<file path="config.mk">
export PLATFORM = sky130hd
export DESIGN_NAME = mem_access_unit_flat
export DESIGN_NICKNAME = d
export VERILOG_FILES = /design/src/rtl/mem_access_if.sv /design/src/rtl/mem_access_unit.sv /design/src/flat_wrapper.sv
export SDC_FILE = /design/constraint.sdc
export NUM_CORES = 1
export LEC_CHECK = 0
export CORE_AREA = 2 2 139 127
export DETAILED_ROUTE_END_ITERATION = 6
export DIE_AREA = 0 0 141 129
export HOLD_SLACK_MARGIN = 0.05
export PLACE_DENSITY = 0.81
export SETUP_SLACK_MARGIN = 0.4
export SLEW_MARGIN = 5
export SYNTH_ARGS = -nofsm -noshare
export SYNTH_HDL_FRONTEND = slang
export SYNTH_SLANG_ARGS = --single-unit
</file>
<file path="constraint.sdc">
create_clock -name clk -period 4.75 [get_ports clk]
set_clock_uncertainty 0.2 [all_clocks]
set_input_delay 0.95 -clock clk [delete_from_list [all_inputs] [get_ports clk]]
set_output_delay 0.95 -clock clk [all_outputs]
set_load 0.05 [all_outputs]
</file>
<file path="src/rtl/mem_access_if.sv">
// mem_access_if: core request, memory bus and response signals of the memory access unit.
interface mem_access_if #(parameter int ADDR_W = 32);
  logic              req_valid;
  logic              req_ready;
  logic [3:0]        req_type;
  logic [ADDR_W-1:0] req_addr;
  logic [31:0]       req_wdata;
  logic              mem_req;
  logic              mem_gnt;
  logic              mem_we;
  logic [ADDR_W-1:0] mem_addr;
  logic [3:0]        mem_be;
  logic [31:0]       mem_wdata;
  logic              mem_rvalid;
  logic [31:0]       mem_rdata;
  logic              rsp_valid;
  logic              rsp_ready;
  logic [31:0]       rsp_data;
  logic              rsp_exc;
  modport master (
    input  req_valid, req_type, req_addr, req_wdata, mem_gnt, mem_rvalid, mem_rdata, rsp_ready,
    output req_ready, mem_req, mem_we, mem_addr, mem_be, mem_wdata, rsp_valid, rsp_data, rsp_exc
  );
  modport slave (
    output req_valid, req_type, req_addr, req_wdata, mem_gnt, mem_rvalid, mem_rdata, rsp_ready,
    input  req_ready, mem_req, mem_we, mem_addr, mem_be, mem_wdata, rsp_valid, rsp_data, rsp_exc
  );
endinterface

</file>
<file path="src/rtl/mem_access_unit.sv">
// mem_access_unit: byte/half/word load-store unit, splitting word-crossing accesses into two bus cycles.
// req_type: 0 LB, 1 LH, 2 LW, 3 LBU, 4 LHU, 5 SB, 6 SH, 7 SW, anything else is a no-op.
module mem_access_unit #(
  parameter int ADDR_W         = 32,
  parameter bit MISALIGN_SPLIT = 1'b1
) (
  input logic          clk,
  input logic          rst_n,
  mem_access_if.master bus
);
  localparam logic [3:0] LB = 4'd0, LH = 4'd1, LW = 4'd2, LBU = 4'd3, LHU = 4'd4, SB = 4'd5, SH = 4'd6, SW = 4'd7;
  localparam logic [2:0] IDLE = 3'd0, REQ0 = 3'd1, WAIT0 = 3'd2, REQ1 = 3'd3, WAIT1 = 3'd4, RESP = 3'd5;
  logic [2:0]        r_state;
  logic [3:0]        r_type;
  logic [ADDR_W-1:0] r_addr;
  logic [31:0]       r_wdata, r_rd, r_rsp_data;
  logic              r_exc;
  logic [1:0]        w_in_size, w_size, w_off;
  logic              w_in_mis, w_in_exc, w_split, w_store, w_req0, w_req1, w_mem_req;
  logic [4:0]        w_sh_lo;
  logic [5:0]        w_sh_hi;
  logic [3:0]        w_be_base;
  logic [7:0]        w_be_full;
  logic [63:0]       w_wd_full;
  logic [ADDR_W-1:0] w_base;
  // size code: 0 byte, 1 half, 2 word, 3 no-op
  function automatic logic [1:0] f_size(input logic [3:0] t);
    return (t == LB || t == LBU || t == SB) ? 2'd0 :
           (t == LH || t == LHU || t == SH) ? 2'd1 :
           (t == LW || t == SW) ? 2'd2 : 2'd3;
  endfunction
  function automatic logic [31:0] f_ext(input logic [3:0] t, input logic [31:0] d);
    return t == LB  ? {{24{d[7]}}, d[7:0]} :
           t == LH  ? {{16{d[15]}}, d[15:0]} :
           t == LW  ? d :
           t == LBU ? {24'd0, d[7:0]} :
           t == LHU ? {16'd0, d[15:0]} : 32'd0;
  endfunction
  assign w_in_size = f_size(bus.req_type);
  assign w_in_mis  = (w_in_size == 2'd1 && bus.req_addr[0]) || (w_in_size == 2'd2 && bus.req_addr[1:0] != 2'd0);
  assign w_in_exc  = !MISALIGN_SPLIT && w_in_mis;
  assign w_size    = f_size(r_type);
  assign w_off     = r_addr[1:0];
  assign w_split   = MISALIGN_SPLIT && ((w_size == 2'd1 && w_off == 2'd3) || (w_size == 2'd2 && w_off != 2'd0));
  assign w_store   = r_type == SB || r_type == SH || r_type == SW;
  assign w_sh_lo   = {w_off, 3'b000};
  assign w_sh_hi   = 6'd32 - {1'b0, w_off, 3'b000};
  assign w_be_base = w_size == 2'd0 ? 4'b0001 : w_size == 2'd1 ? 4'b0011 : 4'b1111;
  // Upper halves of these wide shifts are exactly the lanes of the second access.
  assign w_be_full = {4'b0000, w_be_base} << w_off;
  assign w_wd_full = {32'd0, r_wdata} << w_sh_lo;
  assign w_base    = {r_addr[ADDR_W-1:2], 2'b00};
  assign w_req0    = r_state == REQ0;
  assign w_req1    = r_state == REQ1;
  assign w_mem_req = w_req0 || w_req1;
  assign bus.req_ready = r_state == IDLE;
  assign bus.mem_req   = w_mem_req;
  assign bus.mem_we    = w_mem_req && w_store;
  assign bus.mem_addr  = w_req1 ? w_base + ADDR_W'(4) : w_req0 ? w_base : '0;
  assign bus.mem_be    = w_req1 ? w_be_full[7:4] : w_req0 ? w_be_full[3:0] : 4'd0;
  assign bus.mem_wdata = w_req1 ? w_wd_full[63:32] : w_req0 ? w_wd_full[31:0] : 32'd0;
  assign bus.rsp_valid = r_state == RESP;
  assign bus.rsp_data  = r_rsp_data;
  assign bus.rsp_exc   = r_exc;
  always_ff @(posedge clk or negedge rst_n)
    if (!rst_n) begin
      r_state    <= IDLE;
      r_type     <= 4'd0;
      r_addr     <= '0;
      r_wdata    <= 32'd0;
      r_rd       <= 32'd0;
      r_rsp_data <= 32'd0;
      r_exc      <= 1'b0;
    end else begin
      case (r_state)
        IDLE: if (bus.req_valid) begin
          r_type     <= bus.req_type;
          r_addr     <= bus.req_addr;
          r_wdata    <= bus.req_wdata;
          r_rsp_data <= 32'd0;
          r_exc      <= w_in_exc;
          r_state    <= (w_in_size == 2'd3 || w_in_exc) ? RESP : REQ0;
        end
        REQ0: if (bus.mem_gnt) r_state <= WAIT0;
        WAIT0: if (bus.mem_rvalid) begin
          r_rd       <= bus.mem_rdata >> w_sh_lo;
          r_rsp_data <= w_split ? 32'd0 : f_ext(r_type, bus.mem_rdata >> w_sh_lo);
          r_state    <= w_split ? REQ1 : RESP;
        end
        REQ1: if (bus.mem_gnt) r_state <= WAIT1;
        WAIT1: if (bus.mem_rvalid) begin
          r_rsp_data <= f_ext(r_type, r_rd | (bus.mem_rdata << w_sh_hi));
          r_state    <= RESP;
        end
        RESP: if (bus.rsp_ready) r_state <= IDLE;
        default: r_state <= IDLE;
      endcase
    end
endmodule
</file>
<file path="src/flat_wrapper.sv">
// flat-port wrapper written by rule: the top's interface ports become plain ports
module mem_access_unit_flat 
#(
  parameter int ADDR_W         = 32,
  parameter bit MISALIGN_SPLIT = 1'b1
)
  (clk, rst_n, bus_req_valid, bus_req_type, bus_req_addr, bus_req_wdata, bus_mem_gnt, bus_mem_rvalid, bus_mem_rdata, bus_rsp_ready, bus_req_ready, bus_mem_req, bus_mem_we, bus_mem_addr, bus_mem_be, bus_mem_wdata, bus_rsp_valid, bus_rsp_data, bus_rsp_exc);
  mem_access_if #(.ADDR_W(ADDR_W)) bus_i ();
  input logic clk;
  input logic rst_n;
  input wire logic [$bits(bus_i.req_valid)-1:0] bus_req_valid;
  input wire logic [$bits(bus_i.req_type)-1:0] bus_req_type;
  input wire logic [$bits(bus_i.req_addr)-1:0] bus_req_addr;
  input wire logic [$bits(bus_i.req_wdata)-1:0] bus_req_wdata;
  input wire logic [$bits(bus_i.mem_gnt)-1:0] bus_mem_gnt;
  input wire logic [$bits(bus_i.mem_rvalid)-1:0] bus_mem_rvalid;
  input wire logic [$bits(bus_i.mem_rdata)-1:0] bus_mem_rdata;
  input wire logic [$bits(bus_i.rsp_ready)-1:0] bus_rsp_ready;
  output wire logic [$bits(bus_i.req_ready)-1:0] bus_req_ready;
  output wire logic [$bits(bus_i.mem_req)-1:0] bus_mem_req;
  output wire logic [$bits(bus_i.mem_we)-1:0] bus_mem_we;
  output wire logic [$bits(bus_i.mem_addr)-1:0] bus_mem_addr;
  output wire logic [$bits(bus_i.mem_be)-1:0] bus_mem_be;
  output wire logic [$bits(bus_i.mem_wdata)-1:0] bus_mem_wdata;
  output wire logic [$bits(bus_i.rsp_valid)-1:0] bus_rsp_valid;
  output wire logic [$bits(bus_i.rsp_data)-1:0] bus_rsp_data;
  output wire logic [$bits(bus_i.rsp_exc)-1:0] bus_rsp_exc;
  assign bus_i.req_valid = bus_req_valid;
  assign bus_i.req_type = bus_req_type;
  assign bus_i.req_addr = bus_req_addr;
  assign bus_i.req_wdata = bus_req_wdata;
  assign bus_i.mem_gnt = bus_mem_gnt;
  assign bus_i.mem_rvalid = bus_mem_rvalid;
  assign bus_i.mem_rdata = bus_mem_rdata;
  assign bus_i.rsp_ready = bus_rsp_ready;
  assign bus_req_ready = bus_i.req_ready;
  assign bus_mem_req = bus_i.mem_req;
  assign bus_mem_we = bus_i.mem_we;
  assign bus_mem_addr = bus_i.mem_addr;
  assign bus_mem_be = bus_i.mem_be;
  assign bus_mem_wdata = bus_i.mem_wdata;
  assign bus_rsp_valid = bus_i.rsp_valid;
  assign bus_rsp_data = bus_i.rsp_data;
  assign bus_rsp_exc = bus_i.rsp_exc;
  mem_access_unit #(.ADDR_W(ADDR_W), .MISALIGN_SPLIT(MISALIGN_SPLIT)) u_core (.clk(clk), .rst_n(rst_n), .bus(bus_i));
endmodule
</file>
==> impl_metrics.csv <==
group,metric,value,unit
layout,instances_no_fill,1320,
power_and_ir_drop,swShare,47.8,%
setup_path,cp.buffers_inverters,1,
floorplanning,pin_count,211,
sta,setup_viol,0,
synth,synth-seq-cells,135,
layout,final_cell_mix,"clkdlybuf4s50_1 (176), dfrtp_1 (133), nand2_1 (108)",
synth,synth_area,8570,sq um
power_and_ir_drop,intPower,0.00443,W
global_route,top_usage_layer,"met2",
synth,synth_top_area_cell,"dfrtp_1",
drt,drt-initial-drc-count,883,
drt,routed_wl,26900,microns
setup_path,critPathMaxFanout,34,
layout,finalNetCount,1210,
synth,async_reset_ff_share,100,%
clocking,cts.htree.levels,4,
layout,layout-drive-gt1-share,16.1,%
drt,avgRoutedWirePerCell,20.3,microns
clocking,clk_latency,420,ps
synth,ys_seq_area_share,39.4,%
global_route,overflow,0,
run_status,status,"completed",
global_route,antenna_found_initial,0,
clocking,cts_root_buffer,"clkbuf_16",
placement,finalWeightedCongestion,0.951,
worst_hold_path,holdPathEnd,"u_core.r_rd[14]",
layout,final_common_cell,"clkdlybuf4s50_1",
setup_path,reg2reg_from,"u_core.r_addr[1]",
setup_path,crit_required,3600,ps
drt,vias,8209,
synth,avgSynthCellArea,9.33,sq um
clocking,cts.path.max_buffers,2,
setup_path,reg2reg_slack,1200,ps
sta,drv_slew,0,
floorplanning,die_w,141,microns
setup_path,r2r_end,"u_core.bus.rsp_data[23]",
power_and_ir_drop,p_comb_share,58.8,%
setup_path,cp.arrival,3110,ps
drt,via_per_inst,6.22,
setup_path,worst_path_largest_cell_delay,910,ps
sta,tightest_slew,988,ps
synth,synth_edf_count,0,
clocking,numCtsBuffers,17,
power_and_ir_drop,power.net_switching,0.00406,W
sta,rsz0062_at_grt,"yes",
power_and_ir_drop,clockPowerShare,14.5,%
global_route,met3_usage,7.07,%
setup_path,cp-end-kind,"output pin",
synth,synthCells,919,
setup_path,r2r_cells,7,
synth,yosysWarnings,0,
setup_path,start_kind,"register",
floorplanning,row_count,45,
setup_path,crit_type,"register to output pin",
power_and_ir_drop,powerDensity,734,nW/um^2
synth,synth_top_area_share,39.4,%
floorplanning,die_h,129,microns
setup_path,crit_family,"flip-flops",
worst_hold_path,hold_start,"u_core.r_rd[14]",
synth,synth_ff_type,"dfrtp_1",
placement,io_buffers,207,
global_route,grt_util_met2,44.6,%
sta,clock.fmax,0.235,GHz
floorplanning,die-area,18200,sq um
clocking,cts_sinks,135,
layout,antenna_cells,0,
global_route,track_usage,29.5,%
sta,final.setup.tns,0,ps
layout,final_util,69.2,%
placement,placedCellCount,1292,
power_and_ir_drop,seq_power_share,26.8,%
clocking,cts.clk_slew.worst_paths,60,ps
clocking,cts_tree,"yes",
sta,finalCriticalPeriod,4260,ps
sta,final_hold_viol_count,0,
sta,fin_crit_sh,89.8,%
placement,dp_hpwl,19000,microns
sta,maxSlewHeadroom,34.0,%
setup_path,crit_slowest_cell,"dfrtp_2",
layout,syn_to_final_growth,35.0,%
setup_path,path_cells,"nand2_1 -> o22ai_1 -> clkdlybuf4s50_1",
floorplanning,core_area,16700,sq um
worst_hold_path,hold_class,"register to register",
drt,ant_nets,0,
global_route,grt_pass1_wl,42200,microns
synth,synth.distinct_cells,60,
global_route,met1_usage,41.8,%
global_route,grt_pass1_vias,7851,
drt,first_pass_iters,6,
floorplanning,start_util,51.3,%
run,max_cap_violations,0,
synth,synthTopCellsByArea,"dfrtp_1 (39%), mux2_2 (12%), mux2i_1 (6.7%)",
worst_hold_path,whs_path_depth,2,
power_and_ir_drop,peakVddDrop,564,uV
power_and_ir_drop,p_leak,4.85,nW
drt,drc,0,
global_route,grt_max_degree,83,
==> how the worst max path moves through the flow <==
stage | from | to | slack, ps | depth (start not counted)
2_1_floorplan | u_core.r_addr[0] | bus_mem_be[3] | 680 | 7
3_3_place_gp | u_core.r_addr[4] | bus_mem_addr[31] | 910 | 6
3_5_place_dp | u_core.r_addr[9] | bus_mem_addr[31] | 850 | 6
4_1_cts | u_core.r_addr[9] | bus_mem_addr[29] | 450 | 6
5_1_grt | u_core.r_state[1] | bus_mem_wdata[13] | 390 | 6
6_report | u_core.r_addr[1] | bus_mem_wdata[13] | 490 | 3
==> synth_stat cells (2+ instances only) <==
cell type and count:
and4_1 5, a211o_1 9, and3_1 21, xor2_1 13
a22oi_1 2, a211oi_2 2, a21oi_1 56, and2_1 3
and2b_1 3, nor2b_1 2, xnor2_1 13, nand4_4 2
a32o_1 9, or2_2 2, o31ai_1 10, ha_1 3
a31oi_1 2, mux2i_1 57, nand2b_1 3, mux2_2 90
a22o_1 17, buf_2 28, o21ai_0 100, clkbuf_1 26
buf_4 7, a221o_1 15, nor3_1 9, o22ai_1 23
dfrtp_1 135, inv_1 8, nand2_1 108, nand4_1 18
buf_1 3, nand3_1 6, nor4_1 4, nor2_1 70
or3_1 8, a21o_1 3, nor3b_1 3
==> per-stage QoR <==
| stage | hold WS (ps) | power [W] | setup slack (ps) | instance area (sq um) |
|---|---|---|---|---|
| after floorplan | 245 | 0.00551 | 678 | 8580 |
| after global placement | 257 | 0.00709 | 914 | 11000 |
| after detailed placement | 265 | 0.00720 | 850 | 11000 |
| after CTS | 277 | 0.00845 | 454 | 11600 |
| after global routing | 302 | 0.00895 | 385 | 11600 |
| final | 276 | 0.00849 | 486 | 11600 |
==> cell families (layout without fill, tap and decap cells) <==
logic type               after synthesis  count (layout)  share of synthesized area, %
flip-flops                           135             135                          39.4
multiplexers                         148             148                          18.7
AND/OR/NAND/NOR                      277             277                          15.9
adder cells (fa/ha/maj)                3               3                         0.438
other                                  1               3                        0.0437
AO/OA/AOI/OAI                        257             257                          19.0
XOR/XNOR                              26              26                          2.66
buffers and inverters                 72             260                          3.87
==> state kept, by name, summed over array words and instances, names as in the netlist <==
| name | cells |
|---|---|
| u_core.r_state | 3 |
| u_core.r_wdata | 32 |
| u_core.r_addr | 32 |
| u_core.r_rd | 32 |
| u_core.r_type | 4 |
| u_core.bus.rsp_data | 32 |
==> worst reg2reg max path, stage by stage, from the launching register on <==
cell      delay (ps)
dfrtp_2          910
inv_1            340
ha_1             420
nor2_2           120
a31oi_1          200
a211o_1          500
a211oi_2         620
a211o_1          180
==> power by group through the flow <==
| stage | Clock [W] | Combinational (W) | Sequential, W |
|---|---|---|---|
| floorplan | 0 | 0.00336 | 0.00216 |
| finish | 0.00123 | 0.00499 | 0.00227 |
| global route | 0.00129 | 0.00530 | 0.00235 |
| CTS | 0.00124 | 0.00496 | 0.00225 |
| global placement | 0 | 0.00486 | 0.00223 |
| detailed placement | 0 | 0.00494 | 0.00226 |
==> what timing repair did <==
item / in CTS / in global routing
resized for setup: 1 / 3
pin swaps: 0 / 1
hold buffers: 0 / 0
setup buffers: 0 / 1
endpoints found under the setup margin: 1 / 11
endpoints found under the hold margin: 0 / 0
==> cell type report <==
cell class	instances	area (sq um)
inverters	8	30.0
fillers	1257	5140
multi-input cells	714	4880
repair buffers	225	2480
well taps	211	264
clock buffers	23	488
flip-flops and latches	135	3380
clock inverters	4	47.5
==> routing by layer <==
metal / wire length [microns] / part of all wire, %
met1: 11600 / 43
met2: 12200 / 46
met3: 2420 / 9.0
met4: 614 / 2.3
met5: 0 / 0
(Power assumes the default switching activity.)
